`src/rtl/usb_arb_pkg.sv`:
```
// Shared constants and types for the USB stream arbiter: the in-band escape
// bytes, the RX destination encoding and the RX escape parser state.
package usb_arb_pkg;

  localparam logic [7:0] ESC_BYTE     = 8'h1B;
  localparam logic [7:0] ESC_SEL_JTAG = 8'h4A;  // 'J'
  localparam logic [7:0] ESC_SEL_CFG  = 8'h43;  // 'C'

  localparam logic MODE_JTAG = 1'b0;
  localparam logic MODE_CFG  = 1'b1;

  typedef enum logic {
    S_DATA = 1'b0,
    S_ESC  = 1'b1
  } rx_state_e;

endpackage

```
`src/rtl/usb_tx_rr_arbiter.sv`:
```
// Two-input round-robin merge of the JTAG and CFG response streams into a
// single one-entry output register towards the USB core.
module usb_tx_rr_arbiter
  import usb_arb_pkg::*;
(
  input  logic       clk,
  input  logic       rst_n_i,
  input  logic [7:0] jtag_tx_data_i,
  input  logic       jtag_tx_valid_i,
  output logic       jtag_tx_ready_o,
  input  logic [7:0] cfg_tx_data_i,
  input  logic       cfg_tx_valid_i,
  output logic       cfg_tx_ready_o,
  output logic [7:0] host_tx_data_o,
  output logic       host_tx_valid_o,
  input  logic       host_tx_ready_i
);

  logic [7:0] tx_data_p1;
  logic       vld_p1;
  logic       last_grant;
  logic       can_load;
  logic       grant_jtag;
  logic       grant_cfg;

  // Grant the sole requester, or on a tie the one not served last.
  always_comb begin
    can_load   = !vld_p1 || host_tx_ready_i;
    grant_jtag = can_load && jtag_tx_valid_i &&
                 (!cfg_tx_valid_i || (last_grant == MODE_CFG));
    grant_cfg  = can_load && cfg_tx_valid_i &&
                 (!jtag_tx_valid_i || (last_grant == MODE_JTAG));
  end

  // Stage p1: output register and round-robin history.
  always_ff @(posedge clk or negedge rst_n_i) begin
    if (!rst_n_i) begin
      tx_data_p1 <= 8'h00;
      vld_p1     <= 1'b0;
      last_grant <= MODE_CFG;
    end else if (grant_jtag) begin
      tx_data_p1 <= jtag_tx_data_i;
      vld_p1     <= 1'b1;
      last_grant <= MODE_JTAG;
    end else if (grant_cfg) begin
      tx_data_p1 <= cfg_tx_data_i;
      vld_p1     <= 1'b1;
      last_grant <= MODE_CFG;
    end else if (host_tx_ready_i) begin
      vld_p1 <= 1'b0;
    end
  end

  assign jtag_tx_ready_o = grant_jtag;
  assign cfg_tx_ready_o  = grant_cfg;
  assign host_tx_data_o  = tx_data_p1;
  assign host_tx_valid_o = vld_p1;

endmodule

```
`src/rtl/usb_stream_arbiter.sv`:
```
// Shares one USB CDC byte stream between the JTAG bridge and the config
// loader. Host-to-device bytes are steered by an in-band escape parser into a
// one-entry holding register tagged with its destination; device-to-host
// responses are merged round-robin by usb_tx_rr_arbiter.
// Optional feature: define USB_ARB_TIMEOUT_EN to drop a held RX byte whose
// destination stalls for TIMEOUT_CYCLES consecutive cycles.
module usb_stream_arbiter
  import usb_arb_pkg::*;
#(
  parameter int unsigned TIMEOUT_CYCLES = 1024
) (
  input  logic       clk,
  input  logic       rst_n_i,
  input  logic [7:0] host_rx_data_i,
  input  logic       host_rx_valid_i,
  output logic       host_rx_ready_o,
  output logic [7:0] jtag_rx_data_o,
  output logic       jtag_rx_valid_o,
  input  logic       jtag_rx_ready_i,
  output logic [7:0] cfg_rx_data_o,
  output logic       cfg_rx_valid_o,
  input  logic       cfg_rx_ready_i,
  input  logic [7:0] jtag_tx_data_i,
  input  logic       jtag_tx_valid_i,
  output logic       jtag_tx_ready_o,
  input  logic [7:0] cfg_tx_data_i,
  input  logic       cfg_tx_valid_i,
  output logic       cfg_tx_ready_o,
  output logic [7:0] host_tx_data_o,
  output logic       host_tx_valid_o,
  input  logic       host_tx_ready_i,
  output logic       mode_o,
  output logic       esc_err_o,
  output logic       rx_drop_o
);

  if (TIMEOUT_CYCLES < 2) begin : g_bad_timeout
    $error("usb_stream_arbiter: TIMEOUT_CYCLES must be at least 2");
  end

  rx_state_e  state, state_n;
  logic       mode, mode_n;
  logic       err_n;
  logic       load;
  logic [7:0] rx_data_p1;
  logic       rx_dest_p1;
  logic       vld_p1;
  logic       dest_ready;
  logic       rx_accept;
  logic       drain;
  logic       drop_now;
  logic       err_p1;

  // Handshake: escape and mode bytes also wait for a free slot so that
  // control bytes never overtake a data byte still in the holding register.
  always_comb begin
    dest_ready      = (rx_dest_p1 == MODE_CFG) ? cfg_rx_ready_i : jtag_rx_ready_i;
    host_rx_ready_o = !vld_p1 || dest_ready;
    rx_accept       = host_rx_valid_i && host_rx_ready_o;
    drain           = vld_p1 && dest_ready;
  end

  // Escape parser: decide per accepted byte whether to forward, switch mode
  // or flag a bad escape.
  always_comb begin
    state_n = state;
    mode_n  = mode;
    load    = 1'b0;
    err_n   = 1'b0;
    if (rx_accept) begin
      case (state)
        S_DATA: begin
          if (host_rx_data_i == ESC_BYTE) state_n = S_ESC;
          else                            load    = 1'b1;
        end
        S_ESC: begin
          state_n = S_DATA;
          if (host_rx_data_i == ESC_SEL_JTAG)     mode_n = MODE_JTAG;
          else if (host_rx_data_i == ESC_SEL_CFG) mode_n = MODE_CFG;
          else if (host_rx_data_i == ESC_BYTE)    load   = 1'b1;
          else                                    err_n  = 1'b1;
        end
        default: state_n = S_DATA;
      endcase
    end
  end

  // Parser state, current mode and the registered error pulse.
  always_ff @(posedge clk or negedge rst_n_i) begin
    if (!rst_n_i) begin
      state  <= S_DATA;
      mode   <= MODE_JTAG;
      err_p1 <= 1'b0;
    end else begin
      state  <= state_n;
      mode   <= mode_n;
      err_p1 <= err_n;
    end
  end

  // Stage p1: RX holding register; the tag is frozen at load so a later mode
  // switch cannot redirect a byte already waiting.
  always_ff @(posedge clk or negedge rst_n_i) begin
    if (!rst_n_i) begin
      rx_data_p1 <= 8'h00;
      rx_dest_p1 <= MODE_JTAG;
      vld_p1     <= 1'b0;
    end else if (load) begin
      rx_data_p1 <= host_rx_data_i;
      rx_dest_p1 <= mode;
      vld_p1     <= 1'b1;
    end else if (drain || drop_now) begin
      vld_p1 <= 1'b0;
    end
  end

`ifdef USB_ARB_TIMEOUT_EN
  localparam int CNT_W = $clog2(TIMEOUT_CYCLES);

  logic [CNT_W-1:0] stall_cnt;
  logic             stall;
  logic             drop_p1;

  // Stall detection: the held byte's destination refuses it this cycle.
  always_comb begin
    stall    = vld_p1 && !dest_ready;
    drop_now = stall && (stall_cnt == CNT_W'(TIMEOUT_CYCLES - 1));
  end

  // Consecutive-stall counter and the registered drop pulse.
  always_ff @(posedge clk or negedge rst_n_i) begin
    if (!rst_n_i) begin
      stall_cnt <= '0;
      drop_p1   <= 1'b0;
    end else begin
      drop_p1 <= drop_now;
      if (!stall || drop_now) stall_cnt <= '0;
      else                    stall_cnt <= stall_cnt + CNT_W'(1);
    end
  end

  assign rx_drop_o = drop_p1;
`else
  assign drop_now  = 1'b0;
  assign rx_drop_o = 1'b0;
`endif

  assign jtag_rx_data_o  = rx_data_p1;
  assign cfg_rx_data_o   = rx_data_p1;
  assign jtag_rx_valid_o = vld_p1 && (rx_dest_p1 == MODE_JTAG);
  assign cfg_rx_valid_o  = vld_p1 && (rx_dest_p1 == MODE_CFG);
  assign mode_o          = mode;
  assign esc_err_o       = err_p1;

  usb_tx_rr_arbiter u_tx_arb (
    .clk             (clk),
    .rst_n_i         (rst_n_i),
    .jtag_tx_data_i  (jtag_tx_data_i),
    .jtag_tx_valid_i (jtag_tx_valid_i),
    .jtag_tx_ready_o (jtag_tx_ready_o),
    .cfg_tx_data_i   (cfg_tx_data_i),
    .cfg_tx_valid_i  (cfg_tx_valid_i),
    .cfg_tx_ready_o  (cfg_tx_ready_o),
    .host_tx_data_o  (host_tx_data_o),
    .host_tx_valid_o (host_tx_valid_o),
    .host_tx_ready_i (host_tx_ready_i)
  );

endmodule

```
`config.mk`:
```
export PLATFORM = sky130hd
export DESIGN_NAME = usb_stream_arbiter
export DESIGN_NICKNAME = d
export VERILOG_FILES = /design/src/rtl/usb_arb_pkg.sv /design/src/rtl/usb_tx_rr_arbiter.sv /design/src/rtl/usb_stream_arbiter.sv
export SDC_FILE = /design/constraint.sdc
export NUM_CORES = 1
export LEC_CHECK = 0
export BUFFER_PORTS_ARGS = -buffer_cell sky130_fd_sc_hd__buf_4
export CAP_MARGIN = 20
export CORE_UTILIZATION = 40
export DETAILED_ROUTE_END_ITERATION = 10
export MAX_ROUTING_LAYER = met4
export PLACE_DENSITY = 0.76
export REMOVE_ABC_BUFFERS = 1
export SYNTH_ARGS = -nofsm -noshare
export SYNTH_HDL_FRONTEND = slang
export SYNTH_SLANG_ARGS = --single-unit
```
`constraint.sdc`:
```
create_clock -name clk -period 2 [get_ports clk]
set_input_delay 0.1 -clock clk [delete_from_list [all_inputs] [get_ports clk]]
set_output_delay 0.1 -clock clk [all_outputs]
set_load 0.01 [all_outputs]
```
# Yosys cells after proc, flatten, opt, wreduce, memory -nomap -nowiden

Index checks and enable logic that the tools add are counted.

Output and inout port bits: 33
Register bits after elaboration: 23
Logic and storage cells: 59

Equality and inequality tests: 3
Mux-type cells: 23
Bitwise gates (word level): 3
Reduce and logical (&&, ||, !) cells: 21

Operators with widths:

| cell                                                 | number |
|---|---|
| 2-to-1 mux 1 bit                                     | 19 |
| equality test 8 x 7 -> 1 bit (second input constant) | 2 |
| 2-to-1 mux 8 bit                                     | 2 |
| equality test 8 x 5 -> 1 bit (second input constant) | 1 |
| logical AND 1 bit                                    | 8 |
| nonzero test 2 bit                                   | 3 |
| logical NOT 1 bit                                    | 4 |
| logical OR 1 bit                                     | 4 |
| one-hot mux 1 bit (2 select lines)                   | 2 |
| inverter 1 bit                                       | 3 |
| AND reduction 3 bit                                  | 1 |
| nonzero test 3 bit                                   | 1 |

# Longest topological paths before layout

Word-level depth: 7
Depth in mapped cells: 5

# By module

Synthesis repeated with hierarchy kept, for this count alone.

Cell total of the unflattened synthesis: 124
Area, all modules: 1317.5 um^2

By module, submodules not included:

| module             | area each (um^2) | cells an instance | instances |
|---|---|---|---|
| usb_stream_arbiter | 711.9            | 65                | 1 |
| usb_tx_rr_arbiter  | 605.6            | 59                | 1 |

# Least setup slack after synthesis

No wires, ideal clock.

Kind: input to register
Start: input host_rx_data_i[2]
End: register rx_data_p1[0], in the netlist cfg_rx_data_o[0]
Data arrival time: 1.487 ns
Path slack: 0.388 ns
Cell stages on the path: 4
Required time: 1.875 ns
Cells stage by stage: or4b_4 o21a_4 nor3_4 mux2_2

Cells in the longest elaborated chain, start to end: 6

Ends and longest elaborated chain:

| item                                 | line                                               | source |
|---|---|---|
| from (decl)                          | usb_stream_arbiter.sv:14                           | `input logic [7:0] host_rx_data_i,` |
| equality test 8 x 5 -> 1 bit         | usb_stream_arbiter.sv:73, usb_stream_arbiter.sv:80 |  |
| 2-to-1 mux 1 bit                     | usb_stream_arbiter.sv:80                           | `else if (host_rx_data_i == ESC_BYTE) load = 1'b1;` |
| 2-to-1 mux 1 bit                     | usb_stream_arbiter.sv:79                           | `else if (host_rx_data_i == ESC_SEL_CFG) mode_n = MODE_CFG;` |
| 2-to-1 mux 1 bit                     | usb_stream_arbiter.sv:78                           | `if (host_rx_data_i == ESC_SEL_JTAG) mode_n = MODE_JTAG;` |
| one-hot mux 1 bit (2 select lines) * | usb_stream_arbiter.sv:71                           | `case (state)` |
| 2-to-1 mux 1 bit *                   | usb_stream_arbiter.sv:70                           | `if (rx_accept) begin` |
| to (signal assigned)                 | usb_stream_arbiter.sv:109                          | `rx_data_p1 <= host_rx_data_i;` |
| to (decl)                            | usb_stream_arbiter.sv:45                           | `logic [7:0] rx_data_p1;` |

Mark *: on every way between the ends. The rest lies on a longest branch, timed or not.
A chain may end at the register's enable or synchronous reset.

# Worst setup path in the final report

Start: register u_tx_arb.last_grant
End: output jtag_tx_ready_o

Cells in the longest elaborated chain, start to end: 2

Ends and longest elaborated chain:

| item                   | line                     | source |
|---|---|---|
| from (decl)            | usb_tx_rr_arbiter.sv:21  | `logic last_grant;` |
| from (signal assigned) | usb_tx_rr_arbiter.sv:40  | `last_grant <= MODE_CFG;` |
| from (signal assigned) | usb_tx_rr_arbiter.sv:44  | `last_grant <= MODE_JTAG;` |
| from (signal assigned) | usb_tx_rr_arbiter.sv:48  | `last_grant <= MODE_CFG;` |
| logical OR 1 bit       | usb_tx_rr_arbiter.sv:30  | `(!cfg_tx_valid_i \|\| (last_grant == MODE_CFG));` |
| logical AND 1 bit      | usb_tx_rr_arbiter.sv:29  | `grant_jtag = can_load && jtag_tx_valid_i &&` |
| to (decl)              | usb_stream_arbiter.sv:25 | `output logic jtag_tx_ready_o,` |

Every way passes these cells.

==> impl_results.md <==
* CTS clk-pin slew, worst paths at 130 ps
* Gpl congestion at 0.816
* Detail-routed via count per cell at around 5.2
* Worst setup path startpoint: u_tx_arb.last_grant
* Final period util at 0.884
* Crit Reg-Reg Startpoint: rx_dest_p1
* Largest net degree at the start of global routing at 24
* Final wirelength at 2.70 mm
* Critical Path RT at ~1900 ps
* Residual DRC count at 0
* Clk sinks at 23
* Initial antenna violation count at 0
* Commonest cells post-synth: dfrtp_1 (22), o21ai_0 (17), nand2_1 (16)
* RSZ-0062 raised after global routing: false
* Count leader, synth: dfrtp_1
* Max-slew violations at 0
* Grt total ovfl at 0
* Nets at around 200
* Rel. slew slack at 0.388
* Top cells by area, synth: dfrtp_1 (47%), mux2i_1 (7.6%), o21ai_0 (7.2%)
* Final ANT Viol Nets at 0
* Hold crit path type: input pin to flip-flop
* CTS tree: built
* Final Hold Fails at 0
* Worst VDD drop at around 0.55 mV
* Clock buffer depth at 2
* Crit-path slowest cell: dfstp_2
* CP Class: flip-flop to output pin
* Main synth FF type: dfrtp_1
* Buf/Inv on CP at 2
* CP arrival at roughly 1700 ps
* Leakage at approximately 0.84 nW
* Yosys cell types at 31
* Worst path max stage delay at 570 ps
* Global Route Usage Sum at 0.192
* CP top delay family: flip-flops
* H-tree Lvls at 1
* Max frequency at approximately 570 MHz
* Root Driver: clkbuf_4
* Syn_area_per_cell at roughly 10 sq um
* Drt first pass iters at 4
* Syn Inst Count at around 110
* Critical path fanouts, max at 9
* Hold Slack at 50.3 ps
* Top cell type by total area after synthesis: dfrtp_1
* Post-synth EDFFs at 0
* Initial core utilization at 0.424
* Cell Chain, Critical Path: nand2b_1 > nand3_1 > inv_1 > buf_4
* IO Count at 65
* Setup TNS at 0 ps
* Clk_skew at 8.16 ps
* Share of layout cells above drive strength 1 at 0.450
* Fraction of registers with async set/reset at 1.00
* Dpl hpwl at about 2.1 mm
* Clk_lat worst skew at approximately 310 ps
* Crit end category: output pin
* Routed via count at ~1100
* Std-Cell Rows at 19
* Die H at 56.3 um
* Measured slew at the worst slew-check pin at between 900 and 1000 ps
* Hold Startpoint: jtag_tx_valid_i
* Seq cells post-synth at 23
* Crit start category: flip-flop
* Max Cap Viol at 0
* Number of DRC markers in iteration 0 at between 50 and 60
* Yosys top cell area share at 0.467
* Wire per inst at ~13 um
* Port Buf Inserts at 63
* Core box area at roughly 2800 sq um
* Power Density at 701 nW/um^2
* Die width at between 50 and 60 um
* Resize count post-CTS at 0
* Final critical-path required period at between 1500 and 2000 ps
* Status: complete, no violations
* Mapped cell area at 1180 sq um
* Die area at 3170 sq um
* Vias in the first global route at 1021
* Buffer count from post-CTS setup fixing at 0
* Num CTS Buffers at 3
* Cts hold-fix bufs at 1
* Syn-to-layout area delta at 40.2%
* Post-synthesis sequential area ratio at 0.489
* Final setup vio count at 0
* Synth warn at 0
* # diodes at 0
* First-pass GRT wire length at around 4.6 mm
per-layer routing:
metal  global-route usage  part of all wire
met1                0.233              0.41
met2                0.327              0.50
met3               0.0276             0.084
met4               0.0697            0.0063
met5                    -                 0
layout by cell type (no fill, tap or decap), types with 2 or more instances in the layout:
| cell | count |
|---|---|
| nand2b_1 | 2 |
| dfrtp_1 | 22 |
| mux2_2 | 5 |
| and3_1 | 2 |
| nand2_1 | 16 |
| a21oi_1 | 2 |
| clkbuf_4 | 3 |
| o21ai_0 | 17 |
| inv_1 | 3 |
| a22oi_1 | 4 |
| buf_4 | 63 |
| nor2b_1 | 2 |
| mux2i_1 | 9 |
| nand3_1 | 2 |
sequential cells by signal (all words and copies together), names as in the netlist:
register and count:
rx_dest_p1 1, u_tx_arb.host_tx_valid_o 1, u_tx_arb.host_tx_data_o 8, vld_p1 1, mode_o 1, cfg_rx_data_o 8, state 1, u_tx_arb.last_grant 1
esc_err_o 1
worst reg2reg max path: cells and delay by family, from the launching register on:
kind | cells | cell delay (ps)
muxes | 2 | 550
DFF | 1 | 430
and+or+nand+nor | 1 | 320
AOI/OAI and AO/OA | 1 | 270
kinds of logic (layout without fill, tap and decap cells):
| logic type | Yosys count | count (layout) | share of synthesized area |
|---|---|---|---|
| and+or+nand+nor | 32 | 32 | 0.155 |
| xor gates and xnor gates | 1 | 1 | 0.00742 |
| muxes | 14 | 14 | 0.124 |
| DFF | 23 | 23 | 0.489 |
| buffers and inverters | 14 | 71 | 0.0732 |
| other | 1 | 1 | 0.00318 |
| AOI/OAI and AO/OA | 29 | 29 | 0.148 |
layout make-up:
cell class / count / area (sq um)
Clock buffer: 3 / 22.5
Clock inverter: 1 / 5.00
Sequential cell: 23 / 577
Tap cell: 31 / 38.8
Multi-Input combinational cell: 77 / 517
Timing Repair Buffer: 64 / 483
Fill cell: 240 / 1130
Inverter: 3 / 11.3
through the flow:
step           setup slack [ps]   util  instances  instance area, sq um  power [mW]
4_1_cts                     195  0.595        202                  1650        1.18
5_1_grt                     124  0.595        202                  1650        1.23
3_5_place_dp                151  0.581        197                  1620       0.959
6_report                    232  0.595        202                  1650        1.16
2_1_floorplan               388      -        103                  1100       0.730
3_3_place_gp                216  0.581        197                  1620       0.947
path summary, 6_finish.rpt:
path / slack [ps] / endpoint / cells after the start
max in group asynchronous: 1510 / u_tx_arb.last_grant / 2
hold / removal: 50 / u_tx_arb.last_grant / 4
min in group asynchronous: 210 / esc_err_o / 2
hold reg to reg: 500 / u_tx_arb.host_tx_data_o[6] / 2
setup reg to reg: 330 / cfg_rx_data_o[1] / 4
setup / recovery: 230 / jtag_tx_ready_o / 4
power by group:
group / total [mW] / leakage [nW] / internal [mW] / switching (mW)
combinational: 0.366 / 0.544 / 0.202 / 0.164
sequential: 0.582 / 0.281 / 0.531 / 0.0502
clock: 0.212 / 0.0177 / 0.0745 / 0.138
total: 1.16 / 0.843 / 0.808 / 0.352
Note: power is estimated with default switching activity, not from simulation.
